--- src/rtl/serial_frame_deserializer_if.sv ---
// Bit-stream input and frame-word output bundle for serial_frame_deserializer.
// The slave modport is the deserializer side; master is the upstream/consumer side.
interface serial_frame_deserializer_if #(
  parameter int DATA_WIDTH = 8
);
  logic                  Enable_In;
  logic                  Shift_Data_Signal_In;
  logic                  Serial_Data_In;
  logic [DATA_WIDTH-1:0] Parallel_Data_Out;
  logic                  Data_Valid_Out;
  logic                  Data_Ready_In;
  logic                  Sync_Locked_Out;
  logic                  Overrun_Out;
  logic [7:0]            Frame_Count_Out;

  modport slave (
    input  Enable_In, Shift_Data_Signal_In, Serial_Data_In, Data_Ready_In,
    output Parallel_Data_Out, Data_Valid_Out, Sync_Locked_Out, Overrun_Out, Frame_Count_Out
  );

  modport master (
    output Enable_In, Shift_Data_Signal_In, Serial_Data_In, Data_Ready_In,
    input  Parallel_Data_Out, Data_Valid_Out, Sync_Locked_Out, Overrun_Out, Frame_Count_Out
  );
endinterface

--- src/rtl/serial_frame_deserializer.sv ---
// Hunts a sync pattern in a strobed serial stream, collects the following payload
// MSB-first and presents it on a one-deep valid/ready register with overrun flag.
module serial_frame_deserializer #(
  parameter int                    DATA_WIDTH   = 8,
  parameter int                    SYNC_WIDTH   = 4,
  parameter logic [SYNC_WIDTH-1:0] SYNC_PATTERN = 4'b1011
) (
  input  logic Clk_In,
  input  logic Reset_In,
  serial_frame_deserializer_if.slave bus
);

  localparam int CNT_W = $clog2(DATA_WIDTH + 1);

  typedef enum logic [0:0] {HUNT, COLLECT} state_t;

  state_t                state_q;
  logic [SYNC_WIDTH-1:0] window_q;
  logic [DATA_WIDTH-1:0] data_sr_q;
  logic [CNT_W-1:0]      bit_cnt_q;
  logic [DATA_WIDTH-1:0] pdata_q;
  logic                  valid_q;
  logic                  locked_q;
  logic                  overrun_q;
  logic [7:0]            fcnt_q;

  logic                  accept;
  logic                  drain;
  logic [SYNC_WIDTH-1:0] window_d;
  logic [DATA_WIDTH-1:0] data_sr_d;
  logic                  last_bit;

  always_comb begin
    accept    = bus.Enable_In & bus.Shift_Data_Signal_In;
    drain     = valid_q & bus.Data_Ready_In;
    window_d  = {window_q[SYNC_WIDTH-2:0], bus.Serial_Data_In};
    data_sr_d = {data_sr_q[DATA_WIDTH-2:0], bus.Serial_Data_In};
    last_bit  = (bit_cnt_q == CNT_W'(DATA_WIDTH - 1));
  end

  always_ff @(posedge Clk_In) begin
    if (!Reset_In) begin
      state_q   <= HUNT;
      window_q  <= '0;
      data_sr_q <= '0;
      bit_cnt_q <= '0;
      pdata_q   <= '0;
      valid_q   <= 1'b0;
      locked_q  <= 1'b0;
      overrun_q <= 1'b0;
      fcnt_q    <= '0;
    end else begin
      // A load in the same cycle below overrides this clear.
      if (drain) begin
        valid_q <= 1'b0;
      end
      if (accept) begin
        case (state_q)
          HUNT: begin
            window_q <= window_d;
            if (window_d == SYNC_PATTERN) begin
              state_q   <= COLLECT;
              bit_cnt_q <= '0;
              locked_q  <= 1'b1;
            end
          end
          COLLECT: begin
            data_sr_q <= data_sr_d;
            bit_cnt_q <= bit_cnt_q + 1'b1;
            if (last_bit) begin
              state_q   <= HUNT;
              window_q  <= '0;
              bit_cnt_q <= '0;
              locked_q  <= 1'b0;
              if (!valid_q || drain) begin
                pdata_q <= data_sr_d;
                valid_q <= 1'b1;
                fcnt_q  <= fcnt_q + 8'd1;
              end else begin
                overrun_q <= 1'b1;
              end
            end
          end
          default: state_q <= HUNT;
        endcase
      end
    end
  end

  assign bus.Parallel_Data_Out = pdata_q;
  assign bus.Data_Valid_Out    = valid_q;
  assign bus.Sync_Locked_Out   = locked_q;
  assign bus.Overrun_Out       = overrun_q;
  assign bus.Frame_Count_Out   = fcnt_q;

endmodule

--- src/flat_wrapper.sv ---
// flat-port wrapper written by rule: the top's interface ports become plain ports
module serial_frame_deserializer_flat 
#(
  parameter int                    DATA_WIDTH   = 8,
  parameter int                    SYNC_WIDTH   = 4,
  parameter logic [SYNC_WIDTH-1:0] SYNC_PATTERN = 4'b1011
)
  (Clk_In, Reset_In, bus_Enable_In, bus_Shift_Data_Signal_In, bus_Serial_Data_In, bus_Data_Ready_In, bus_Parallel_Data_Out, bus_Data_Valid_Out, bus_Sync_Locked_Out, bus_Overrun_Out, bus_Frame_Count_Out);
  serial_frame_deserializer_if #(.DATA_WIDTH(DATA_WIDTH)) bus_i ();
  input  logic Clk_In;
  input  logic Reset_In;
  input wire logic [$bits(bus_i.Enable_In)-1:0] bus_Enable_In;
  input wire logic [$bits(bus_i.Shift_Data_Signal_In)-1:0] bus_Shift_Data_Signal_In;
  input wire logic [$bits(bus_i.Serial_Data_In)-1:0] bus_Serial_Data_In;
  input wire logic [$bits(bus_i.Data_Ready_In)-1:0] bus_Data_Ready_In;
  output wire logic [$bits(bus_i.Parallel_Data_Out)-1:0] bus_Parallel_Data_Out;
  output wire logic [$bits(bus_i.Data_Valid_Out)-1:0] bus_Data_Valid_Out;
  output wire logic [$bits(bus_i.Sync_Locked_Out)-1:0] bus_Sync_Locked_Out;
  output wire logic [$bits(bus_i.Overrun_Out)-1:0] bus_Overrun_Out;
  output wire logic [$bits(bus_i.Frame_Count_Out)-1:0] bus_Frame_Count_Out;
  assign bus_i.Enable_In = bus_Enable_In;
  assign bus_i.Shift_Data_Signal_In = bus_Shift_Data_Signal_In;
  assign bus_i.Serial_Data_In = bus_Serial_Data_In;
  assign bus_i.Data_Ready_In = bus_Data_Ready_In;
  assign bus_Parallel_Data_Out = bus_i.Parallel_Data_Out;
  assign bus_Data_Valid_Out = bus_i.Data_Valid_Out;
  assign bus_Sync_Locked_Out = bus_i.Sync_Locked_Out;
  assign bus_Overrun_Out = bus_i.Overrun_Out;
  assign bus_Frame_Count_Out = bus_i.Frame_Count_Out;
  serial_frame_deserializer #(.DATA_WIDTH(DATA_WIDTH), .SYNC_WIDTH(SYNC_WIDTH), .SYNC_PATTERN(SYNC_PATTERN)) u_core (.Clk_In(Clk_In), .Reset_In(Reset_In), .bus(bus_i));
endmodule
--- config.mk ---
export PLATFORM = sky130hd
export DESIGN_NAME = serial_frame_deserializer_flat
export DESIGN_NICKNAME = d
export VERILOG_FILES = /design/src/rtl/serial_frame_deserializer_if.sv /design/src/rtl/serial_frame_deserializer.sv /design/src/flat_wrapper.sv
export SDC_FILE = /design/constraint.sdc
export NUM_CORES = 1
export LEC_CHECK = 0
export CORE_ASPECT_RATIO = 0.75
export CORE_MARGIN = 3
export CORE_UTILIZATION = 30
export CTS_BUF_LIST = sky130_fd_sc_hd__clkbuf_8
export DETAILED_ROUTE_END_ITERATION = 16
export HOLD_SLACK_MARGIN = 0.03
export PLACE_DENSITY = 0.51
export REMOVE_ABC_BUFFERS = 1
export SYNTH_ARGS = -nofsm -noshare
export SYNTH_HDL_FRONTEND = slang
export SYNTH_SLANG_ARGS = --single-unit
export TNS_END_PERCENT = 10
--- constraint.sdc ---
create_clock -name Clk_In -period 2.2 [get_ports Clk_In]
set_input_delay 0.33 -clock Clk_In [delete_from_list [all_inputs] [get_ports Clk_In]]
set_output_delay 0.33 -clock Clk_In [all_outputs]
set_load 0.02 [all_outputs]
After elaboration in Yosys (flattened, before gate mapping)
Cells that the tools add are included.
W data, S select, Z words.
{"block": "totals", "register_bits": 34, "inputBits": 6, "wordCells": 43}
{"block": "op_classes", "n_addsub": 2, "eq_ne": 4, "mux": 16, "bitwise": 4, "n_reduce_logical": 8}
{"op": "$mux W1", "n": 9}
{"op": "$add A8 B1 Y8 const B", "n": 1}
{"op": "$mux W4", "n": 2}
{"op": "$pmux W4 S2", "n": 1}
{"op": "$reduce_and A4 Y1", "n": 2}
{"op": "$pmux W3 S2", "n": 1}
{"op": "$reduce_and A2 Y1", "n": 3}
{"op": "$add A4 B1 Y4 const B", "n": 1}
{"op": "$eq A4 B3 Y1 const B", "n": 1}
{"op": "$eq A4 B4 Y1 const B", "n": 1}
{"op": "$pmux W1 S2", "n": 2}
{"op": "$mux W3", "n": 1}
{"op": "$reduce_and A3 Y1", "n": 1}
{"op": "$and A1 B1 Y1", "n": 2}
{"op": "$ne A2 B1 Y1 const B", "n": 1}
{"op": "$ne A2 B2 Y1 const B", "n": 1}
{"op": "$not A1 Y1", "n": 2}
{"op": "$logic_not A1 Y1", "n": 1}
{"op": "$logic_or A1 B1 Y1", "n": 1}

Longest topological paths before layout
Gate-level depths: netlist of the first run.
{"block": "logic_depth", "depth_word": 6, "depth_mapped": 7}

Least setup slack after synthesis of the first run
No wires, ideal clock.
{"block": "synth_timing", "path_kind": "reg-to-reg", "startpoint": "reg u_core.bit_cnt_q[0]", "endpoint": "reg u_core.fcnt_q[6] (netlist: u_core.bus.Frame_Count_Out[6])", "t_arrival_ps": 1809, "t_required_ps": 2130, "setup_slack_ps": 321, "stages_incl_launch_ff": 7, "path_cell_list": "dfxtp_1 ha_1 nand3b_4 or3_1 clkbuf_2 or4_1 a21oi_1"}
{"block": "synth_between", "elab_chain_cells": 2}
{"element": "start: declaration", "line": "serial_frame_deserializer.sv:20", "rtl": "logic [CNT_W-1:0] bit_cnt_q;"}
{"element": "start signal: assignment", "line": "serial_frame_deserializer.sv:69", "rtl": "bit_cnt_q <= bit_cnt_q + 1'b1;"}
{"element": "$eq A4 B3 Y1", "line": "serial_frame_deserializer.sv:38", "rtl": "last_bit = (bit_cnt_q == CNT_W'(DATA_WIDTH - 1));"}
{"element": "$reduce_and A4 Y1 (no line)"}
{"element": "end signal: assignment", "line": "serial_frame_deserializer.sv:78", "rtl": "fcnt_q <= fcnt_q + 8'd1;"}
{"element": "end: declaration", "line": "serial_frame_deserializer.sv:25", "rtl": "logic [7:0] fcnt_q;"}
No other way between the ends.
A chain may end at the register's enable or synchronous reset.

Worst setup path after layout of the first run
{"block": "layout_timing", "startpoint": "reg u_core.bit_cnt_q[0]", "endpoint": "reg u_core.fcnt_q[5] (netlist: u_core.bus.Frame_Count_Out[5])"}
Same word-level chain as after synthesis.

==> flow_summary.yaml, run 1 <==
cts:
  cts_resized: 0
  path_clk_slew_ns: 0.07
  cts_sinks: 34
  htree_levels: 2
  tritoncts: "done"
  clockBufferDepth: 2
  postCtsSetupRepairBufs: 0
  clkLatencyLatePin_ns: 0.29
  cts_buffers: 5
  cts_root_buffer: "clkbuf_8"
  hold_buffers: 0
placed_design:
  dpl.hpwl_mm: 2.16
  dpl-instance-area_mm2: 0.00173
  pre_cts_slack_ns: 0.0775
  gp_congestion: 0.832
  port_buffers: 24
sta:
  setup_viol: 0
  drv_slew: 0
  max_slew_margin_pct: 72.7
  worst_pin_slew_ns: 0.409
  tns_ns: 0
  fin_crit_ns: 2.02
  skew_ns: 0.00795
  fmax_mhz: 496
  setup_ws_ns: 0.184
  hold_viol_final: 0
  grt_setup_unrepaired: "no"
  period_share_pct: 91.6
setup_path:
  crit_required_ns: 2.42
  max_stage_delay_ns: 0.54
  crit_family: "simple AND/OR/NAND/NOR gates"
  slowest_stage: "or4_1"
  crit_buf_inv: 0
  critPathKind: "reg2reg"
  path_cells: "ha_1, nand3b_4, or3_1, or4_1, a21oi_1"
  cp.arrival_ns: 2.24
  crit_start: "u_core.bit_cnt_q[0]"
  crit_path_end_kind: "flip-flop"
  worstPathMaxFanout: 8
  crit_path_start_kind: "flip-flop"
  worstReg2RegStart: "u_core.bit_cnt_q[0]"
finish:
  final_cell_mix: "35 x nand2_1, 34 x dfxtp_1, 24 x clkdlybuf4s50_1"
  design_area_mm2: 0.00184
  drive_above_1_share_pct: 9.74
  area_growth_pct: 31.9
  final_common_cell: "nand2_1"
  nets: 202
  antennaDiodeCount: 0
die:
  dieArea_mm2: 0.00550
  die_y_um: 65.0
  die_w_um: 84.7
  core_area_mm2: 0.00425
  start_util_pct: 32.7
  num_io_pins: 25
  rows: 20
synthesis:
  synth_edf_count: 0
  synth_warnings: 0
  netlist_instances: 164
  synth-async-reset-ratio_pct: 0
  ys_seq_area_share_pct: 48.9
  synth_seq_cells: 34
  synth_cell_types: 33
  synth_flop_cell: "dfxtp_1"
  syn_area_mm2: 0.00139
  syn_area_per_cell_um2: 8.49
worst_hold_path:
  holdCritPathClass: "reg2reg"
  hp-start: "u_core.data_sr_q[6]"
route:
  wl_per_cell_um: 12.4
  first_pass_iters: 4
  detail-route-antenna-nets: 0
  drc_errors: 0
  routed_wl_mm: 3.09
  vias_per_cell: 4.89
  via_count: 1223
  drtIter0Drc: 57
power:
  powerDensity_mw_per_mm2: 649
  p_leak_uw: 0.000658
  irDropWorstVdd_uv: 291
run_status:
  status: "completed"
global_routing:
  antenna_found_initial: 0
  grt_util_all_layers_pct: 12.3
  grt_pass1_wl_mm: 5.35
  grt_pass1_vias: 1150
  grt_max_degree: 33
  grt-ovfl-total: 0
run:
  maxCapViolCount: 0
## worst reg2reg max path: stages (launching register included)
cell and delay (ns):
dfxtp_1 0.36, ha_1 0.27, nand3b_4 0.15, or3_1 0.49, or4_1 0.54, a21oi_1 0.14
## metrics by stage
step	power, uW	std cells	hold slack [ns]	util, %
after CTS	1210	250	0.459	43.2
after global routing	1250	250	0.484	43.2
after detailed placement	665	242	0.449	40.6
after global placement	664	242	0.446	40.6
after floorplan	643	155	0.432	-
final	1190	250	0.455	43.2
## sequential cells by signal (all words and copies together) (netlist names)
| register | flops |
|---|---|
| u_core.state_q | 1 |
| u_core.bus.Overrun_Out | 1 |
| u_core.bus.Sync_Locked_Out | 1 |
| u_core.bus.Data_Valid_Out | 1 |
| u_core.bus.Frame_Count_Out | 8 |
| u_core.bit_cnt_q | 4 |
| u_core.window_q | 3 |
| u_core.bus.Parallel_Data_Out | 8 |
| u_core.data_sr_q | 7 |
## area by class of cell
cell class	instances	area (um2)
clock buffers	8	110
fillers	447	2420
flip-flops and latches	34	681
multi-input cells	120	673
inverters	1	3.75
repair buffers	32	300
well taps	55	68.8
## Yosys cell counts, types with 2 or more instances
master / number / area (um2)
a21oi_1: 21 / 105
a22oi_1: 5 / 37.5
a31oi_1: 2 / 12.5
clkbuf_1: 8 / 30.0
dfxtp_1: 34 / 681
ha_1: 2 / 25.0
mux2i_1: 2 / 20.0
nand2_1: 35 / 131
nand3_1: 6 / 30.0
nor2_1: 15 / 56.3
nor4_1: 2 / 12.5
o21ai_0: 3 / 15.0
o31ai_1: 3 / 22.5
or4_1: 3 / 22.5
xnor2_1: 4 / 35.0
xor2_1: 2 / 17.5
## power by group
group          internal, uW  switching (uW)
Clock                   316             227
Combinational          14.4            18.6
Sequential              617           0.861
## path summary, 6_finish.rpt
check | to | slack, ns | depth (start not counted)
min | u_core.bus.Parallel_Data_Out[7] | 0.45 | 2
max | u_core.bus.Frame_Count_Out[5] | 0.18 | 5
min reg2reg | u_core.bus.Parallel_Data_Out[7] | 0.45 | 2
max reg2reg | u_core.bus.Frame_Count_Out[5] | 0.18 | 5
## layer usage
layer | part of all wire [%] | global-route usage [%] | wire (um)
met1 | 50 | 15.5 | 1540
met2 | 44 | 18.6 | 1370
met3 | 5.1 | 5.97 | 158
met4 | 0.71 | 3.56 | 22
met5 | 0 | 0 | 0
## cell families (layout without fill, tap and decap cells)
family          Yosys count  count (layout)  synth area share, %
compound gates           38              38                 16.0
xor+xnor                  6               6                 3.77
fa+ha+maj                 2               2                 1.80
buf+inv                  10              41                 2.78
flops                    34              34                 48.9
mux                       2               2                 1.44
simple gates             72              72                 25.3
Power figures use the tool's default switching activity.
==> inputs of run 2 (changes only) <==
--- a/config.mk
+++ b/config.mk
@@ -13,6 +13,7 @@
 export HOLD_SLACK_MARGIN = 0.03
 export PLACE_DENSITY = 0.51
 export REMOVE_ABC_BUFFERS = 1
+export SLEW_MARGIN = 40
 export SYNTH_ARGS = -nofsm -noshare
 export SYNTH_HDL_FRONTEND = slang
 export SYNTH_SLANG_ARGS = --single-unit
==> results of run 2 <==
No change in the layout: final DEF, timing and power equal those of run 1.
==> inputs of run 3 (changes only) <==
--- a/config.mk
+++ b/config.mk
@@ -5,13 +5,14 @@
 export SDC_FILE = /design/constraint.sdc
 export NUM_CORES = 1
 export LEC_CHECK = 0
-export CORE_ASPECT_RATIO = 0.75
+export CORE_ASPECT_RATIO = 2
 export CORE_MARGIN = 3
 export CORE_UTILIZATION = 30
 export CTS_BUF_LIST = sky130_fd_sc_hd__clkbuf_8
 export DETAILED_ROUTE_END_ITERATION = 16
 export HOLD_SLACK_MARGIN = 0.03
 export PLACE_DENSITY = 0.51
+export RECOVER_POWER = 100
 export REMOVE_ABC_BUFFERS = 1
 export SLEW_MARGIN = 40
 export SYNTH_ARGS = -nofsm -noshare
==> flow_summary.yaml, run 3 (synthesized netlist as in run 1, its figures left out) <==
die:
  die_w_um: 54.2
  rows: 34
  num_io_pins: 25
  core_area_mm2: 0.00442
  dieArea_mm2: 0.00554
  start_util_pct: 31.5
  die_y_um: 102
global_routing:
  grt_util_all_layers_pct: 13.8
  grt-ovfl-total: 0
  grt_pass1_wl_mm: 5.55
  antenna_found_initial: 0
  grt_pass1_vias: 1234
  grt_max_degree: 21
route:
  drtIter0Drc: 30
  detail-route-antenna-nets: 0
  via_count: 1232
  vias_per_cell: 4.95
  wl_per_cell_um: 13.2
  first_pass_iters: 5
  drc_errors: 0
  routed_wl_mm: 3.28
placed_design:
  port_buffers: 24
  dpl.hpwl_mm: 2.41
  gp_congestion: 0.772
  dpl-instance-area_mm2: 0.00174
sta:
  drv_slew: 0
  worst_pin_slew_ns: 0.547
  max_slew_margin_pct: 63.5
  fmax_mhz: 506
  period_share_pct: 89.9
  tns_ns: 0
  setup_viol: 0
  worst_hold_slack_ns: 0.453
  hold_viol_final: 0
  skew_ns: 0.00651
  grt_setup_unrepaired: "no"
  fin_crit_ns: 1.98
cts:
  path_clk_slew_ns: 0.07
  cts_buffers: 5
  cts_root_buffer: "clkbuf_8"
  cts_sinks: 34
  tritoncts: "done"
  hold_buffers: 0
  clockBufferDepth: 2
  clkLatencyLatePin_ns: 0.29
  htree_levels: 2
  postCtsSetupRepairBufs: 0
finish:
  antennaDiodeCount: 0
  final_cell_mix: "35 x nand2_1, 34 x dfxtp_1, 21 x a21oi_1, 21 x dlygate4sd3_1, 15 x nor2_1"
  design_area_mm2: 0.00183
  nets: 202
  area_growth_pct: 31.1
  drive_above_1_share_pct: 8.72
  final_common_cell: "nand2_1"
  finish.utilization_pct: 41.3
power:
  p_leak_uw: 0.000715
  power_uw: 1130
  irDropWorstVdd_uv: 396
  powerDensity_mw_per_mm2: 621
setup_path:
  crit_path_end_kind: "flip-flop"
  worstPathMaxFanout: 8
  crit_path_start_kind: "flip-flop"
  crit_required_ns: 2.42
  cp.arrival_ns: 2.20
  critPathKind: "reg2reg"
run:
  maxCapViolCount: 0
run_status:
  status: "completed"
worst_hold_path:
  holdCritPathClass: "reg2reg"
[run 3: cell types whose count changed in the layout (fill, tap and decap cells not counted), sizes merged]
cell           previous run  this run
dlygate4sd3               0        21
clkinv                    0         1
buf                       8         6
clkinvlp                  0         1
clkdlybuf4s50            24         3
[run 3: layout make-up]
cell class | count | area [um2]
Clock buffer | 6 | 82.6
Clock inverter | 2 | 12.5
Fill cell | 475 | 2600
Inverter | 1 | 3.75
Multi-Input combinational cell | 120 | 673
Sequential cell | 34 | 681
Tap cell | 54 | 67.6
Timing Repair Buffer | 32 | 305
[run 3: timing repair]
item	in CTS	in global routing
gates resized for setup	0	1
endpoints found under the hold margin	0	0
setup endpoints to repair	0	1
[run 3: per-stage QoR]
step,setup WS [ns],std cells
2_1_floorplan,0.131,155
3_3_place_gp,0.119,241
3_5_place_dp,0.0524,241
4_1_cts,0.152,249
5_1_grt,0.0776,249
6_report,0.222,249
[run 3: path summary, 6_finish.rpt]
kind | slack [ns] | endpoint | cells after the start | from
hold reg to reg | 0.45 | u_core.bus.Parallel_Data_Out[7] | 2 | u_core.bus.Parallel_Data_Out[7]
setup reg to reg | 0.22 | u_core.bus.Frame_Count_Out[5] | 5 | u_core.bit_cnt_q[0]
hold / removal | 0.45 | u_core.bus.Parallel_Data_Out[7] | 2 | u_core.bus.Parallel_Data_Out[7]
setup / recovery | 0.22 | u_core.bus.Frame_Count_Out[5] | 5 | u_core.bit_cnt_q[0]
[run 3: critical path: stages (launching register included)]
cell and delay, ns:
dfxtp_1 0.36, ha_1 0.27, nand3b_4 0.15, or3_4 0.45, or4_1 0.52, a21oi_1 0.16
[run 3: per-layer routing]
layer	part of all wire [%]	vias up	GRT usage (%)
met2	55	19	24.2
met3	3.7	6	3.94
li1	-	631	-
met1	39	576	14.2
met5	0	-	0
met4	2.5	0	6.91
[run 3: where the power goes]
part	switching, uW	internal, uW
clock	231	251
combinational	19.1	15.1
sequential	0.965	616
total	252	883
